## config.mk

```make
export PLATFORM = sky130hd
export DESIGN_NAME = dct_seq_ctrl
export DESIGN_NICKNAME = d
export VERILOG_FILES = /design/src/rtl/dct_pkg.sv /design/src/rtl/dct_addr_cnt.sv /design/src/rtl/dct_seq_ctrl.sv
export SDC_FILE = /design/constraint.sdc
export NUM_CORES = 1
export LEC_CHECK = 0
export ABC_AREA = 1
export CAP_MARGIN = 20
export CORE_UTILIZATION = 40
export DETAILED_ROUTE_END_ITERATION = 16
export MAX_ROUTING_LAYER = met4
export PLACE_DENSITY = 0.65
export SLEW_MARGIN = 20
export SYNTH_ARGS = -nofsm -noshare
export SYNTH_HDL_FRONTEND = slang
export SYNTH_HIERARCHICAL = 1
export SYNTH_SLANG_ARGS = --single-unit
```

## constraint.sdc

```tcl
create_clock -name clk -period 2.7 [get_ports clk]
set_input_delay 0.675 -clock clk [delete_from_list [all_inputs] [get_ports clk]]
set_output_delay 0.675 -clock clk [all_outputs]
set_load 0.01 [all_outputs]
```

## src/rtl/dct_pkg.sv

```systemverilog
// Shared FSM encoding and block geometry for the 1-D DCT sequencing controller.
package dct_pkg;
    localparam int BLK_LEN = 8;
    localparam int IDX_W   = 3;

    typedef enum logic [1:0] {
        LOAD     = 2'd0,
        COMP     = 2'd1,
        RD_ISSUE = 2'd2,
        RD_WAIT  = 2'd3
    } dct_state_e;
endpackage

```

## src/rtl/dct_addr_cnt.sv

```systemverilog
// 3-bit sample/coefficient address counter with synchronous clear and a
// wrap flag that marks the enabled step from the last address back to 0.
module dct_addr_cnt
    import dct_pkg::*;
(
    input  logic             clk,
    input  logic             reset,
    input  logic             clr,
    input  logic             en,
    output logic [IDX_W-1:0] cnt,
    output logic             wrap
);
    assign wrap = en && (cnt == IDX_W'(BLK_LEN - 1));

    always_ff @(posedge clk or posedge reset) begin
        if (reset)
            cnt <= '0;
        else if (clr)
            cnt <= '0;
        else if (en)
            cnt <= cnt + 1'b1;
    end
endmodule

```

## src/rtl/dct_seq_ctrl.sv

```systemverilog
// Sequences one 8-sample block into the DCT datapath, waits out its compute
// latency, then streams the 8 coefficients downstream over valid/ready.
module dct_seq_ctrl
    import dct_pkg::*;
#(
    parameter int N           = 8,
    parameter int COMP_CYCLES = 2
) (
    input  logic             clk,
    input  logic             reset,
    input  logic             abort,
    input  logic             in_valid,
    output logic             in_ready,
    input  logic [N-1:0]     in_data,
    output logic             out_valid,
    input  logic             out_ready,
    output logic [N-1:0]     out_data,
    output logic [IDX_W-1:0] out_idx,
    output logic             out_last,
    output logic             busy,
    output logic [15:0]      blk_cnt,
    output logic             dct_wr,
    output logic             dct_oe,
    output logic [IDX_W-1:0] dct_add,
    output logic [N-1:0]     dct_data_in,
    input  logic [N-1:0]     dct_data_out
);
    dct_state_e       state, state_nxt;
    logic [3:0]       comp_cnt;
    logic [IDX_W-1:0] wr_idx, rd_idx;
    logic             wr_fire, rd_fire, wr_wrap, rd_wrap;

    // Abort suppresses both handshakes so neither side believes a transfer happened.
    assign wr_fire = (state == LOAD) && in_valid && !abort;
    assign rd_fire = (state == RD_WAIT) && out_valid && out_ready && !abort;

    dct_addr_cnt u_wr_cnt (
        .clk   (clk),
        .reset (reset),
        .clr   (abort),
        .en    (wr_fire),
        .cnt   (wr_idx),
        .wrap  (wr_wrap)
    );

    dct_addr_cnt u_rd_cnt (
        .clk   (clk),
        .reset (reset),
        .clr   (abort),
        .en    (rd_fire),
        .cnt   (rd_idx),
        .wrap  (rd_wrap)
    );

    always_ff @(posedge clk or posedge reset) begin
        if (reset)
            state <= LOAD;
        else
            state <= state_nxt;
    end

    always_comb begin
        state_nxt   = state;
        in_ready    = 1'b0;
        dct_wr      = 1'b0;
        dct_oe      = 1'b0;
        dct_add     = '0;
        dct_data_in = '0;
        case (state)
            LOAD: begin
                in_ready = !abort;
                if (wr_fire) begin
                    dct_wr      = 1'b1;
                    dct_add     = wr_idx;
                    dct_data_in = in_data;
                end
                if (wr_wrap)
                    state_nxt = COMP;
            end
            COMP: begin
                if (comp_cnt == 4'd0)
                    state_nxt = RD_ISSUE;
            end
            RD_ISSUE: begin
                dct_oe    = 1'b1;
                dct_add   = rd_idx;
                state_nxt = RD_WAIT;
            end
            RD_WAIT: begin
                if (rd_fire)
                    state_nxt = rd_wrap ? LOAD : RD_ISSUE;
            end
            default: state_nxt = LOAD;
        endcase
        if (abort)
            state_nxt = LOAD;
    end

    // Loaded as the final sample is accepted so COMP lasts exactly COMP_CYCLES cycles.
    always_ff @(posedge clk or posedge reset) begin
        if (reset)
            comp_cnt <= 4'd0;
        else if (abort)
            comp_cnt <= 4'd0;
        else if (wr_wrap)
            comp_cnt <= 4'(COMP_CYCLES - 1);
        else if (state == COMP && comp_cnt != 4'd0)
            comp_cnt <= comp_cnt - 4'd1;
    end

    always_ff @(posedge clk or posedge reset) begin
        if (reset) begin
            out_valid <= 1'b0;
            out_data  <= '0;
            out_idx   <= '0;
            blk_cnt   <= 16'd0;
        end else if (abort) begin
            out_valid <= 1'b0;
        end else begin
            if (state == RD_ISSUE) begin
                out_valid <= 1'b1;
                out_data  <= dct_data_out;
                out_idx   <= rd_idx;
            end else if (rd_fire) begin
                out_valid <= 1'b0;
            end
            if (rd_fire && rd_wrap)
                blk_cnt <= blk_cnt + 16'd1;
        end
    end

    assign out_last = out_valid && (out_idx == IDX_W'(BLK_LEN - 1));
    assign busy     = !(state == LOAD && wr_idx == '0);
endmodule

```

==> results summary, run 1 <==
The run finished with clean final reports. The detail-routed net length per standard cell came out at 10.95 um. The proportion of synthesized chip area in sequential cells is 45.40%.

Counting stages on the worst path, the most repeated cell is clkdlybuf4s50_1. The count of mapped cells out of synthesis is 271. Detailed placement finished with a half-perimeter wire length of 3516 um. Subtracting the final worst setup slack from the clock period gives 2560 ps. The number of I/O pins is 65. The category of the most critical setup path is in2out. The post-detailed-placement cell area came out at 2978 um2. The flip-flop and latch count after synthesis is 40. In this run the core area contains 26 standard-cell rows. Among all stages on the critical path, the largest delay is contributed by clkdlybuf4s50_1.

STA classifies the critical path startpoint as an input port. Once routing completed, OpenROAD measured the worst setup slack at 139.9 ps. The number of vias per cell after detailed routing came out at 4.531.

The total wire length after detailed routing is 4576 um. The post-route netlist has 11.49% of its cells at a drive strength greater than 1. The via count of the first global-routing pass is 1846. During synthesis, Yosys emitted a total of 6 warnings. In the routed design, unresolved DRC markers number 0.

VDD sags by at most 0.3598 mV. The count of nets left with antenna violations once routing finished came out at 0. The required time of the worst setup path is 2030 ps. The initial detailed-routing violation count came out at 69. The floorplan step defined a die boundary enclosing 5813 um2.

The number of hold violations in the final report is 0. The tree built by TritonCTS fans out to 40 sinks. The met2 demand-to-capacity share in global routing came out at 30.00%. The overall track demand over capacity in global routing came out at 17.62%.

The H-tree was split into 2 levels. Timing would allow up to 390.6 MHz. The routability-driven placement congestion ratio came out at 0.8034. Measured against its own limit, the worst slew margin works out to 73.43%. Setup violations remaining at the end of the flow were counted as 0. The number of nets in the synthesized netlist came out at 299. The number of buffers added by the clock tree synthesis step is 5. The number of maximum-capacitance constraint violations came out at 0. TritonCTS built the clock tree. Setup repair after global routing left no endpoint under its margin. The path class of the tightest hold or removal check is reg2reg. The area overhead of the layout relative to synthesis came out at 40.24%. At the pin with the least slew margin, the transition time is 398.2 ps. The source-to-sink clock delay at the later pin of the worst-skew pair came out at 290 ps. The width of the die is 76.24 um. The arrival time at the worst endpoint came out at 1890 ps.

The area of all placed cells without fillers is 3092 um2. The number of nets in the final layout is 375. In this run, distinct cell masters in the synthesized netlist total 27. Measured on the finished design, the core utilization comes to 59.40%. The layer flagged by global routing as most heavily used is met2.

In the global route stage, met3 resource usage came out at 4.072%. STA classifies the critical path endpoint as a primary output. The maximum buffer depth of the clock tree is 2. The buffer cell driving the clock tree root is clkbuf_8. The highest cell delay on the worst timing path is 520 ps. After global routing the overflow that remains totals 0. Post-CTS timing repair inserted 0 buffers for setup. The first-pass GRT wire length came out at 7990 um. The worst setup timing slack at the placement stage came out at -161.3 ps. The clock transition time at the flip-flop clock pins of the worst setup and hold paths came out at 80 ps. Port buffering added 64 buffers.

The worst clock skew is 2.987 ps. The ratio of total power to cell area came out at 630.1 nW/um2. The synthesized cell area came out at 2205 um2. The core outline area is 5205 um2. For this design the static power due to leakage is 1.607 nW. Entering global routing, the biggest net connects 27 pins. The max-slew violation total from the final report came out at 0.

The synthesized area per cell came out at 8.135 um2. For met1 alone, demand over resource in global routing was 20.63%. The initial antenna violation count was 0.

The final worst-path cycle share is 94.82%. The starting density of the core is 42.36%. The vias after detailed routing came out at 1894. The floorplan step set the die height to 76.24 um. The highest fanout seen on the critical path came out at 2. Traced cell by cell, the critical path runs through clkdlybuf4s50_1 > nor2_2 > buf_4 > clkdlybuf4s50_1. The antenna cell count is 0. Before antenna repair, the detailed router went through 5 iterations.
cell families (layout without fill, tap and decap cells):
group                      Yosys count  in the layout  synth area share [%]
AOI/OAI and AO/OA                   15             15                 3.803
buffers and inverters               50            127                 9.421
xor gates and xnor gates             9              9                 3.916
DFF                                 40             40                 45.40
adders and majority gates            7              7                 3.973
and+or+nand+nor                    142            142                 29.40
muxes                                8              8                 4.086
cells in the final DEF, fill, tap and decap left out, drive strengths merged, types with 2 or more instances in the layout:
cell type      instances
nor3                   2
a21oi                  2
inv                   46
nor2                  38
dfrtp                 40
nand4                  3
o22ai                  3
buf                    9
mux2                   8
ha                     7
dlygate4sd2           12
o21ai                  8
nand2                 82
clkbuf                 7
nand3b                 4
xor2                   8
clkdlybuf4s50         52
nand3                 13
synthesized netlist by cell type (all sizes together):
master / count / area, um2
nand2: 82 / 312.8
inv: 46 / 172.7
dfrtp: 40 / 1001
nor2: 38 / 193.9
nand3: 13 / 82.58
mux2: 8 / 90.09
o21ai: 8 / 40.04
xor2: 8 / 77.58
ha: 7 / 87.58
buf: 4 / 35.03
nand3b: 4 / 30.03
nand4: 3 / 18.77
o22ai: 3 / 18.77
a21oi: 2 / 10.01
nor3: 2 / 10.01
a21o: 1 / 7.510
o211ai: 1 / 7.510
xnor2: 1 / 8.760
metal layers:
metal | part of all wire, % | vias to the layer above
met5 | 0 | -
met3 | 4.4 | 2
met2 | 51 | 43
li1 | - | 977
met1 | 44 | 872
met4 | 0.37 | 0
state kept, by name, summed over array words and instances (netlist names):
signal / count
blk_cnt: 16
out_data: 8
comp_cnt: 4
out_idx: 3
u_rd_cnt/cnt: 3
u_wr_cnt/cnt: 3
state: 2
out_valid: 1
report_power, final:
| part | switching [mW] | total, mW | internal [mW] |
|---|---|---|---|
| Clock | 0.212 | 0.538 | 0.326 |
| Sequential | 0.0704 | 0.774 | 0.704 |
| Combinational | 0.299 | 0.636 | 0.337 |
| Total | 0.581 | 1.95 | 1.37 |
final cells by class:
cell class                 instances  area, um2
fill                             493       2113
sequential                        40       1001
multi-input combinational        181      998.5
timing repair buffer              73      705.7
inverter                          46      172.7
clock buffer                       7      96.34
tap                               70      87.58
clock inverter                     1      30.03
per-stage QoR:
stage	setup TNS (ps)	power, mW	hold slack [ps]	cells
after floorplan	0	1.116	428.6	271
after global placement	-1134	1.425	471.6	410
after detailed placement	-1643	1.438	488.9	410
after CTS	0	1.974	509.0	418
after global routing	0	2.072	540.7	418
final	0	1.948	507.5	418
path summary, 6_finish.rpt:
kind | slack [ps] | to | cells after the start | start
max | 140 | in_ready | 4 | abort
min | 510 | blk_cnt[15] | 2 | blk_cnt[15]
max reg2reg | 820 | state[1] | 12 | state[1]
min reg2reg | 510 | blk_cnt[15] | 2 | blk_cnt[15]
max in group asynchronous | 1500 | out_data[6] | 3 | reset
min in group asynchronous | 620 | u_rd_cnt/cnt[0] | 2 | reset
critical path, delay by kind of cell:
family                 cells  cell delay [ps]
buffers and inverters      3             1070
and+or+nand+nor            1              140
timing repair:
action | CTS | global route
hold buffers | 0 | 0
endpoints found under the setup margin | 12 | 0
gates resized for setup | 13 | 0
(Power assumes the default switching activity.)
==> run 2, diff against run 1 <==
--- a/config.mk
+++ b/config.mk
@@ -9,7 +9,6 @@
 export CAP_MARGIN = 20
 export CORE_UTILIZATION = 40
 export DETAILED_ROUTE_END_ITERATION = 16
-export MAX_ROUTING_LAYER = met4
 export PLACE_DENSITY = 0.65
 export SLEW_MARGIN = 20
 export SYNTH_ARGS = -nofsm -noshare
==> run 2 against run 1 <==
Routed wire length decreased by 0.39%. Highest routed layer unchanged. Clock skew about the same. Cell count unchanged. Via count rose by 0.32%.
==> results summary, run 2 (synthesis results as in run 1) <==
Outcome: completed (unchanged). The number of placed instances with taps included is 410 (unchanged). The area overhead of the layout relative to synthesis is 40.24% (unchanged). The largest register by flop count was blk_cnt (unchanged). The routed length on met3 came out at 218 um (was 202 um). The number of standard cells in the final layout excluding fillers is 418 (unchanged). The initial antenna violation count came out at 0 (unchanged). The number of buffers added by the clock tree synthesis step is 5 (unchanged). The number of nets in the final layout is 375 (unchanged). The highest fanout seen on the critical path is 2 (unchanged).

The number of maximum-capacitance constraint violations came out at 0 (unchanged). The clock net sink count came out at 40 (unchanged). The vias after detailed routing was 1900 (was 1894). The endpoint type of the worst setup path was a primary output (unchanged). The startpoint of the most critical setup path is abort (unchanged). The category of the most critical setup path was in2out (unchanged).

The core outline area was 5205 um2 (unchanged). The width of the die came out at 76.24 um (unchanged). The cell with the largest stage delay on the worst path is clkdlybuf4s50_1 (unchanged).

The endpoint of the most critical setup path is in_ready (unchanged). The nature of the critical path startpoint is an input port (unchanged). The count of input and output buffers was 64 (unchanged). The cell repeated most along the worst path was clkdlybuf4s50_1 (unchanged). The number of vias per cell after detailed routing came out at 4.545 (was 4.531).

The path type of the worst min-delay path is reg2reg (unchanged). The maximum number of pins on one net before global-route repair came out at 27 (unchanged). The worst clock skew is 2.572 ps (was 2.987 ps). The antenna cell count is 0 (unchanged). Most frequent cells in the layout: nand2_1, clkdlybuf4s50_1, inv_1, dfrtp_1, nor2_1 (unchanged). The clock group share of total power came to 27.6% (about the same). The area of all placed cells without fillers is 3092 um2 (unchanged). The number of H-tree branching levels is 2 (unchanged). Biggest regs: blk_cnt x16, out_data x8, comp_cnt x4 (unchanged). The CTS tree is yes (unchanged). The top cell family by delay on the critical path is buffers and inverters (unchanged).

The ratio of total power to cell area came out at 630.0 nW/um2 (was 630.1 nW/um2). The routability-driven placement congestion ratio came out at 0.7922 (was 0.8034). The share of power burned in registers came to 39.7% (about the same). The sum of met2 wire segment lengths after detailed routing is 2278 um (was 2320 um). The overall track demand over capacity in global routing came to 17.04% (was 17.62%). The register-to-register setup slack is 830 ps (was 820 ps).

The internal portion of total power came out at 1.367 mW (about the same). The number of cell instances on the worst register-to-register path came out at 12 (unchanged). The maximum buffer depth of the clock tree is 2 (unchanged). The initial detailed-routing violation count is 67 (was 69). The combinational share of power came to 32.6% (about the same).

The worst max-slew margin expressed relative to the limit was 73.38% (was 73.43%). The first-pass GRT wire length is 7990 um (unchanged). The source-to-sink clock delay at the later pin of the worst-skew pair is 290 ps (about the same). The number of nets still failing antenna checks after routing was 0 (unchanged). The length of the first detailed-routing pass in iterations is 6 (was 5). The number of flip-flops in the largest register is 16 (unchanged). The switching share of total power is 29.83% (was 29.84%). The maximum resistive drop on vdd came to 0.3598 mV (about the same).

The buffer cell driving the clock tree root is clkbuf_8 (unchanged). The wire length on met1 came to 2000 um (was 2035 um). The detail-routed net length per standard cell came out at 10.90 um (was 10.95 um). The upper clock frequency limit came out at 390.5 MHz (was 390.6 MHz).

The share of layout cells above drive strength 1 came out at 11.49% (unchanged). The starting density of the core came out at 42.36% (unchanged). The arrival time at the worst endpoint is 1890 ps (about the same). The post-detailed-placement cell area is 2978 um2 (unchanged). The leakage power of the design came out at 1.607 nW (unchanged). The transition at the pin with the smallest max-transition slack is 398.8 ps (was 398.2 ps). The minimum clock period after layout came out at 2561 ps (was 2560 ps).

The final worst-path cycle share is 94.84% (was 94.82%). The highest cell delay on the worst timing path is 520 ps (about the same). The clock transition time at the flip-flop clock pins of the worst setup and hold paths came out at 80 ps (about the same).

The die extent in y came out at 76.24 um (unchanged). The switching power summed over all nets came out at 581.1 uW (was 581.2 uW). The path length in cells of the critical path came to 4 (unchanged). The total buffers and inverters traversed by the critical path is 3 (unchanged). Setup repair after global routing missed its margin: no (unchanged).

The uppermost layer routed was met4 (unchanged). The row count came out at 26 (unchanged). The total grt overflow is 0 (unchanged).

The max-slew violation total from the final report came out at 0 (unchanged). The via count of the first global-routing pass was 1845 (was 1846). The die footprint came out at 5813 um2 (unchanged).

The detailed placer's ending HPWL is 3516 um (unchanged). The total wire length after detailed routing is 4558 um (was 4576 um). The most common cell after layout, fill and taps aside was nand2_1 (unchanged). The worst reg2reg path endpoint is state[1] (unchanged). The number of I/O pins was 65 (unchanged). Cells along the critical path: clkdlybuf4s50_1 > nor2_2 > buf_4 > clkdlybuf4s50_1 (unchanged). The origin of the critical flop-to-flop path is state[1] (unchanged). The number of hold violations in the final report is 0 (unchanged). The count of unresolved DRC violations after routing came to 0 (unchanged).

The required time of the worst setup path was 2030 ps (about the same). The final-report setup violation count was 0 (unchanged).
[run 2: cell counts in the layout (fill, tap and decap cells not counted)]
Identical to the previous run, type by type.
[run 2: per-stage QoR]
step / setup TNS, ps / hold slack (ps) / setup slack (ps) / total power, mW / util, %
2_1_floorplan: 0 / 428.6 / 516.5 / 1.116 / -
3_3_place_gp: -1134 / 471.6 / -112.4 / 1.425 / 57.21
3_5_place_dp: -1643 / 488.9 / -161.3 / 1.438 / 57.21
4_1_cts: 0 / 509.0 / 131.8 / 1.974 / 59.40
5_1_grt: 0 / 540.7 / 34.80 / 2.070 / 59.40
6_report: 0 / 507.3 / 139.4 / 1.948 / 59.40
[run 2: worst register-to-register path, cell delays in order (launching register included)]
cell and delay, ps:
dfrtp_1 450, nor2_1 210, inv_1 110, nor2_2 120, nand2_1 80, buf_4 150
inv_1 130, nand2_1 70, inv_1 80, nor2_1 80, nand2_1 90, o21ai_0 80
o21ai_0 140
[run 2: final cells by class]
class	count	area, um2
Fill cell	493	2113
Sequential cell	40	1001
Multi-Input combinational cell	181	998.5
Timing Repair Buffer	73	705.7
Inverter	46	172.7
Clock buffer	7	96.34
Tap cell	70	87.58
Clock inverter	1	30.03
[run 2: power by group through the flow]
stage	sequential, mW	combinational, mW	clock [mW]
finish	0.774	0.635	0.538
global route	0.790	0.699	0.581
CTS	0.776	0.645	0.553
detailed placement	0.787	0.651	0
global placement	0.782	0.643	0
floorplan	0.805	0.311	0
[run 2: repair_timing]
| item | CTS | global route |
|---|---|---|
| hold buffers | 0 | 0 |
| endpoints found under the setup margin | 12 | 0 |
| setup buffers | 0 | 0 |
| gates resized for setup | 13 | 0 |
[run 2: worst min-delay path by stage]
| stage | start | depth (start not counted) | to | slack [ps] |
|---|---|---|---|---|
| 2_1_floorplan | reset | 1 | u_rd_cnt/cnt[0] | 430 |
| 3_3_place_gp | blk_cnt[15] | 2 | blk_cnt[15] | 470 |
| 3_5_place_dp | blk_cnt[15] | 2 | blk_cnt[15] | 490 |
| 4_1_cts | blk_cnt[15] | 2 | blk_cnt[15] | 510 |
| 5_1_grt | out_data[1] | 1 | out_data[1] | 540 |
| 6_report | blk_cnt[15] | 2 | blk_cnt[15] | 510 |
[run 2: metal layers]
layer,vias to the layer above,global-route usage (%)
met4,0,5.385
met3,7,3.952
met2,46,30.00
li1,977,-
met5,-,0
met1,870,20.48
